### src/rtl/image_bank_sched_pkg.sv
// Shared image-block config constants and bank-state encodings.
// Used by image_bank_sched (optional re-read feature: IMAGE_BANK_SCHED_REUSE_EN).
package image_bank_sched_pkg;

  localparam logic [4:0] CFG_IMG_WR = 5'd8;
  localparam logic [4:0] CFG_IMG_RD = 5'd9;

  typedef enum logic [1:0] {
    BANK_EMPTY   = 2'd0,
    BANK_WRITING = 2'd1,
    BANK_FULL    = 2'd2,
    BANK_READING = 2'd3
  } bank_state_e;

endpackage

### src/rtl/image_bank_state.sv
// Fill/drain state of one image bank: EMPTY -> WRITING -> FULL -> READING -> EMPTY.
// err_pulse flags a done strobe arriving while the bank is not in the matching phase.
module image_bank_state
  import image_bank_sched_pkg::*;
(
  input  logic        clk,
  input  logic        rst,
  input  logic        take_wr,
  input  logic        done_wr,
  input  logic        take_rd,
  input  logic        done_rd,
`ifdef IMAGE_BANK_SCHED_REUSE_EN
  input  logic        keep,
`endif
  output bank_state_e state,
  output logic        err_pulse
);

  bank_state_e state_q, state_d;
  logic        drain_to_full;

`ifdef IMAGE_BANK_SCHED_REUSE_EN
  assign drain_to_full = keep;
`else
  assign drain_to_full = 1'b0;
`endif

  always_comb begin
    state_d   = state_q;
    err_pulse = (done_wr && (state_q != BANK_WRITING)) ||
                (done_rd && (state_q != BANK_READING));
    case (state_q)
      BANK_EMPTY:   if (take_wr) state_d = BANK_WRITING;
      BANK_WRITING: if (done_wr) state_d = BANK_FULL;
      BANK_FULL:    if (take_rd) state_d = BANK_READING;
      BANK_READING: if (done_rd) state_d = drain_to_full ? BANK_FULL : BANK_EMPTY;
      default:      state_d = BANK_EMPTY;
    endcase
  end

  always_ff @(posedge clk) begin
    if (rst) state_q <= BANK_EMPTY;
    else     state_q <= state_d;
  end

  assign state = state_q;

endmodule

### src/rtl/image_bank_sched.sv
// Ping-pong m0/m1 bank scheduler: grants banks to producer/consumer and issues CFG_IMG_WR/RD words.
// Optional IMAGE_BANK_SCHED_REUSE_EN adds rd_keep to re-read the same image instead of draining it.
module image_bank_sched
  import image_bank_sched_pkg::*;
#(
  parameter int                    CFG_DWIDTH  = 32,
  parameter int                    CFG_AWIDTH  = 5,
  parameter logic [CFG_AWIDTH-1:0] WR_CFG_ADDR = CFG_AWIDTH'(CFG_IMG_WR),
  parameter logic [CFG_AWIDTH-1:0] RD_CFG_ADDR = CFG_AWIDTH'(CFG_IMG_RD)
) (
  input  logic                  clk,
  input  logic                  rst,
  input  logic                  wr_req,
  output logic                  wr_grant,
  output logic                  wr_bank,
  input  logic                  wr_done,
  input  logic                  rd_req,
  output logic                  rd_grant,
  output logic                  rd_bank,
  input  logic                  rd_done,
`ifdef IMAGE_BANK_SCHED_REUSE_EN
  input  logic                  rd_keep,
`endif
  output logic [CFG_DWIDTH-1:0] cfg_data,
  output logic [CFG_AWIDTH-1:0] cfg_addr,
  output logic                  cfg_valid,
  output logic [1:0]            bank_full,
  output logic                  err
);

  logic                  wr_ptr_q, wr_ptr_d;
  logic                  rd_ptr_q, rd_ptr_d;
  logic                  rd_prio_q, rd_prio_d;
  logic                  wr_grant_q, wr_grant_d;
  logic                  rd_grant_q, rd_grant_d;
  logic                  wr_bank_q, wr_bank_d;
  logic                  rd_bank_q, rd_bank_d;
  logic                  cfg_valid_q, cfg_valid_d;
  logic [CFG_AWIDTH-1:0] cfg_addr_q, cfg_addr_d;
  logic [CFG_DWIDTH-1:0] cfg_data_q, cfg_data_d;
  logic                  err_q, err_d;

  bank_state_e           bank_st [2];
  logic [1:0]            bank_err;
  logic [1:0]            take_wr, take_rd, done_wr, done_rd;
  logic                  wr_elig, rd_elig, wr_win, rd_win;
  logic                  keep_restore;

  // A grant in the previous cycle blocks both sides, enforcing 2-cycle config spacing.
  always_comb begin
    wr_elig = wr_req && (bank_st[wr_ptr_q] == BANK_EMPTY) && !(wr_grant_q || rd_grant_q);
    rd_elig = rd_req && (bank_st[rd_ptr_q] == BANK_FULL)  && !(wr_grant_q || rd_grant_q);
    wr_win  = wr_elig && !(rd_elig && rd_prio_q);
    rd_win  = rd_elig && !wr_win;
  end

`ifdef IMAGE_BANK_SCHED_REUSE_EN
  assign keep_restore = rd_done && rd_keep && (bank_st[rd_bank_q] == BANK_READING) && !rd_win;
`else
  assign keep_restore = 1'b0;
`endif

  always_comb begin
    wr_ptr_d    = wr_ptr_q;
    rd_ptr_d    = rd_ptr_q;
    rd_prio_d   = rd_prio_q;
    wr_grant_d  = wr_win;
    rd_grant_d  = rd_win;
    wr_bank_d   = wr_bank_q;
    rd_bank_d   = rd_bank_q;
    cfg_valid_d = wr_win || rd_win;
    cfg_addr_d  = cfg_addr_q;
    cfg_data_d  = cfg_data_q;
    err_d       = err_q || (|bank_err);

    // Priority only flips when both sides actually contended.
    if (wr_elig && rd_elig) rd_prio_d = !rd_prio_q;

    if (keep_restore) rd_ptr_d = rd_bank_q;

    if (wr_win) begin
      wr_bank_d  = wr_ptr_q;
      wr_ptr_d   = !wr_ptr_q;
      cfg_addr_d = WR_CFG_ADDR;
      cfg_data_d = CFG_DWIDTH'(wr_ptr_q);
    end else if (rd_win) begin
      rd_bank_d  = rd_ptr_q;
      rd_ptr_d   = !rd_ptr_q;
      cfg_addr_d = RD_CFG_ADDR;
      cfg_data_d = CFG_DWIDTH'(rd_ptr_q);
    end
  end

  always_ff @(posedge clk) begin
    if (rst) begin
      wr_ptr_q    <= 1'b0;
      rd_ptr_q    <= 1'b0;
      rd_prio_q   <= 1'b0;
      wr_grant_q  <= 1'b0;
      rd_grant_q  <= 1'b0;
      wr_bank_q   <= 1'b0;
      rd_bank_q   <= 1'b0;
      cfg_valid_q <= 1'b0;
      cfg_addr_q  <= '0;
      cfg_data_q  <= '0;
      err_q       <= 1'b0;
    end else begin
      wr_ptr_q    <= wr_ptr_d;
      rd_ptr_q    <= rd_ptr_d;
      rd_prio_q   <= rd_prio_d;
      wr_grant_q  <= wr_grant_d;
      rd_grant_q  <= rd_grant_d;
      wr_bank_q   <= wr_bank_d;
      rd_bank_q   <= rd_bank_d;
      cfg_valid_q <= cfg_valid_d;
      cfg_addr_q  <= cfg_addr_d;
      cfg_data_q  <= cfg_data_d;
      err_q       <= err_d;
    end
  end

  for (genvar i = 0; i < 2; i++) begin : g_bank
    assign take_wr[i]   = wr_win  && (wr_ptr_q  == 1'(i));
    assign take_rd[i]   = rd_win  && (rd_ptr_q  == 1'(i));
    assign done_wr[i]   = wr_done && (wr_bank_q == 1'(i));
    assign done_rd[i]   = rd_done && (rd_bank_q == 1'(i));
    assign bank_full[i] = (bank_st[i] == BANK_FULL) || (bank_st[i] == BANK_READING);

    image_bank_state u_state (
      .clk       (clk),
      .rst       (rst),
      .take_wr   (take_wr[i]),
      .done_wr   (done_wr[i]),
      .take_rd   (take_rd[i]),
      .done_rd   (done_rd[i]),
`ifdef IMAGE_BANK_SCHED_REUSE_EN
      .keep      (rd_keep),
`endif
      .state     (bank_st[i]),
      .err_pulse (bank_err[i])
    );
  end

  assign wr_grant  = wr_grant_q;
  assign rd_grant  = rd_grant_q;
  assign wr_bank   = wr_bank_q;
  assign rd_bank   = rd_bank_q;
  assign cfg_valid = cfg_valid_q;
  assign cfg_addr  = cfg_addr_q;
  assign cfg_data  = cfg_data_q;
  assign err       = err_q;

endmodule
### config.mk
export PLATFORM = sky130hd
export DESIGN_NAME = image_bank_sched
export DESIGN_NICKNAME = d
export VERILOG_FILES = /design/src/rtl/image_bank_sched_pkg.sv /design/src/rtl/image_bank_state.sv /design/src/rtl/image_bank_sched.sv
export SDC_FILE = /design/constraint.sdc
export NUM_CORES = 1
export LEC_CHECK = 0
export CAP_MARGIN = 20
export CORE_MARGIN = 2
export CORE_UTILIZATION = 42
export CTS_CLUSTER_SIZE = 30
export DETAILED_ROUTE_END_ITERATION = 8
export GPL_TIMING_DRIVEN = 1
export PLACE_DENSITY_LB_ADDON = 0.12
export SYNTH_ARGS = -nofsm -noshare
export SYNTH_HDL_FRONTEND = slang
export SYNTH_SLANG_ARGS = --single-unit
### constraint.sdc
create_clock -name clk -period 2.8 [get_ports clk]
set_clock_uncertainty 0.15 [all_clocks]
set_input_delay 0.56 -clock clk [delete_from_list [all_inputs] [get_ports clk]]
set_output_delay 0.56 -clock clk [all_outputs]
set_load 0.01 [all_outputs]
==> out/results.txt <==
Starting Density: 0.453
I/O pins: 51
FILL cells: 249
post-layout min period: 2570 ps
Post-CTS Setup Bufs: 0
hold_ws: 302 ps
# diodes: 0
Worst Min Path Start: cfg_addr[3]
peak supply drop: 544 uV
CP Cell Sequence: inv_1 -> ha_1 -> or2_2 -> clkdlybuf4s50_1
First-pass DRT Iterations: 4
routed vias/inst: 4.51
total grt overflow: 0
post-route core utilization: 0.486
wire per inst: 10.8 um
worst-skew pair later-pin latency: 290 ps
I/O Buffers: 16
drc violations: 0
HPWL Detailed: 1510 um
Worst Max-Slew Pin Slew: 591 ps
Required @ worst endpoint: 2090 ps
post-synthesis register bit count: 16
share of the synthesized area in the top cell type: 0.278
post-synthesis sequential area ratio: 0.278
WHS Path Cells: 2
WP data arrival: 1860 ps
layout cell share with drive strength beyond 1: 0.0671
Setup CP Type: reg2out
Hold Violations, Final: 0
Post-Syn Area per Cell: 8.66 um^2
gr usage total: 0.120
total routed wirelength: 1930 um
quantity of gates resized following cts: 0
core area: 0.00254 mm^2
Lkg Pwr: 0.566 nW
leading area contributor after synthesis: dfxtp_1
Rows: 18
Slew headroom: 0.605
CP Max Fanout: 5
Register Area: 320 um^2
Die X: 56.4 um
Area Overhead vs Synth: 7.28%
die area: 0.00318 mm^2
outcome: finished, final reports clean
maxcap violations: 0
Max Clk Rate: 389 MHz
Cell Area, Placed: 0.00120 mm^2
CTS tree: yes
via count: 807
vias in the first global route: 698
antenna-violating nets left: 0
setup ws final: 230 ps
final setup violating endpoints: 0
critical path startpoint category: register
reg2reg path depth: 5
number of H-tree levels: 1
worst reg2reg setup slack: 670 ps
Pwr Density: 794 mW/mm^2
CP max stage delay: 480 ps
Die H: 56.4 um
Syn Inst Count: 133
CP top delay family: buffers and inverters
reg-to-reg endpoint: g_bank[0].u_state.state[0]
WP buf/inv: 2
Yosys warnings: 0
fin. max-slew vios: 0
slowest cell on the critical path: clkdlybuf4s50_1
Synth area leaders: dfxtp_1 28%, buf_4 22%, ha_1 11%
Post-Syn Area: 0.00115 mm^2
fin area: 0.00124 mm^2
Largest register FFs: 4
commonest non-fill, non-tap cell in the layout: conb_1
crit path capture type: output pin
min-delay worst type: reg2reg
final worst-path cycle share: 0.918
hold_buf cts: 0
unrepaired setup endpoints after global routing: no
clk buf depth: 2
Clock transition at path regs: 90 ps
Final nets: 166
most frequent cells in the layout: 34 x conb_1, 16 x dfxtp_1, 16 x clkdlybuf4s50_1
initial antenna violation count: 0
setup TNS: 0 ps
CTS Buf Count: 3
Place WS: 422 ps
first-pass GRT wire length: 3080 um
Crit Reg-Reg Startpoint: g_bank[1].u_state.state[0]
Final Wtd Congestion: 0.749
root buf cell: clkbuf_4
DRT iter0 DRCs: 14
clk sinks: 16
pin count of the biggest net entering global routing: 19
multi-input logic area: 637 um^2
post-synthesis cell type count: 33
Hold Path End: cfg_addr[3]
[cell type report]
type                    instances  area share
inverters                      12      0.0364
multi-input cells             101       0.515
clock buffers                   4      0.0294
flip-flops and latches         16       0.259
repair buffers                 16       0.130
well taps                      30      0.0304
[where the power goes]
part / internal (mW) / leakage, nW / total (mW) / switching (mW)
clock: 0.0793 / 0.0210 / 0.155 / 0.0757
sequential: 0.288 / 0.131 / 0.348 / 0.0599
combinational: 0.225 / 0.414 / 0.479 / 0.253
[cell usage after synthesis]
library cell / instances
nor2b_1: 1
buf_4: 34
o211ai_1: 2
xnor2_1: 1
o21ai_0: 3
a211oi_1: 3
a2111oi_0: 2
inv_2: 1
a22oi_1: 1
xor2_1: 1
a221oi_1: 1
clkbuf_1: 2
o211ai_2: 1
buf_6: 1
and3b_1: 1
nand2_1: 5
dfxtp_1: 16
a21o_1: 1
nand2b_1: 4
a21oi_1: 3
o21ai_1: 2
mux2i_1: 5
or2_2: 2
inv_1: 11
conb_1: 1
a221o_1: 2
nor2_1: 9
nor3b_2: 1
nor3b_1: 2
nand3_1: 1
o211a_4: 1
ha_1: 10
nor3_1: 2
[how the worst max path moves through the flow]
stage                                     from                    endpoint  depth (start not counted)
CTS                 g_bank[0].u_state.state[0]                bank_full[0]                          4
finish              g_bank[0].u_state.state[0]                bank_full[0]                          4
detailed placement                      wr_req  g_bank[0].u_state.state[0]                          5
global route        g_bank[0].u_state.state[0]                bank_full[0]                          4
floorplan           g_bank[1].u_state.state[0]  g_bank[0].u_state.state[0]                          6
global placement                        wr_req  g_bank[1].u_state.state[0]                          5
[logic make-up (layout without fill, tap and decap cells)]
group           after synthesis  after routing  share of synthesized area
compound gates               22             22                      0.147
xor+xnor                      2              2                     0.0152
fa+ha+maj                    10             10                      0.109
buf+inv                      49             32                      0.277
flops                        16             16                      0.278
mux                           5              5                     0.0434
other cells                   1             34                    0.00325
simple gates                 28             28                      0.128
[tightest hold or removal path, delay by kind of cell, from the launching register on]
family	cells	cell delay, ps
flip-flops	1	320
buffers and inverters	1	50
AO/OA/AOI/OAI	1	50
[layer usage]
metal | global-route usage | share of wire
met2 | 0.183 | 0.45
met4 | 0.0510 | 0.012
met5 | 0 | 0
met1 | 0.161 | 0.46
met3 | 0.0276 | 0.069
[through the flow]
| stage | instances | power (mW) |
|---|---|---|
| 2_1_floorplan | 166 | 0.722 |
| 3_3_place_gp | 175 | 0.823 |
| 3_5_place_dp | 175 | 0.832 |
| 4_1_cts | 179 | 0.990 |
| 5_1_grt | 179 | 1.06 |
| 6_report | 179 | 0.981 |
Power figures use the tool's default switching activity.
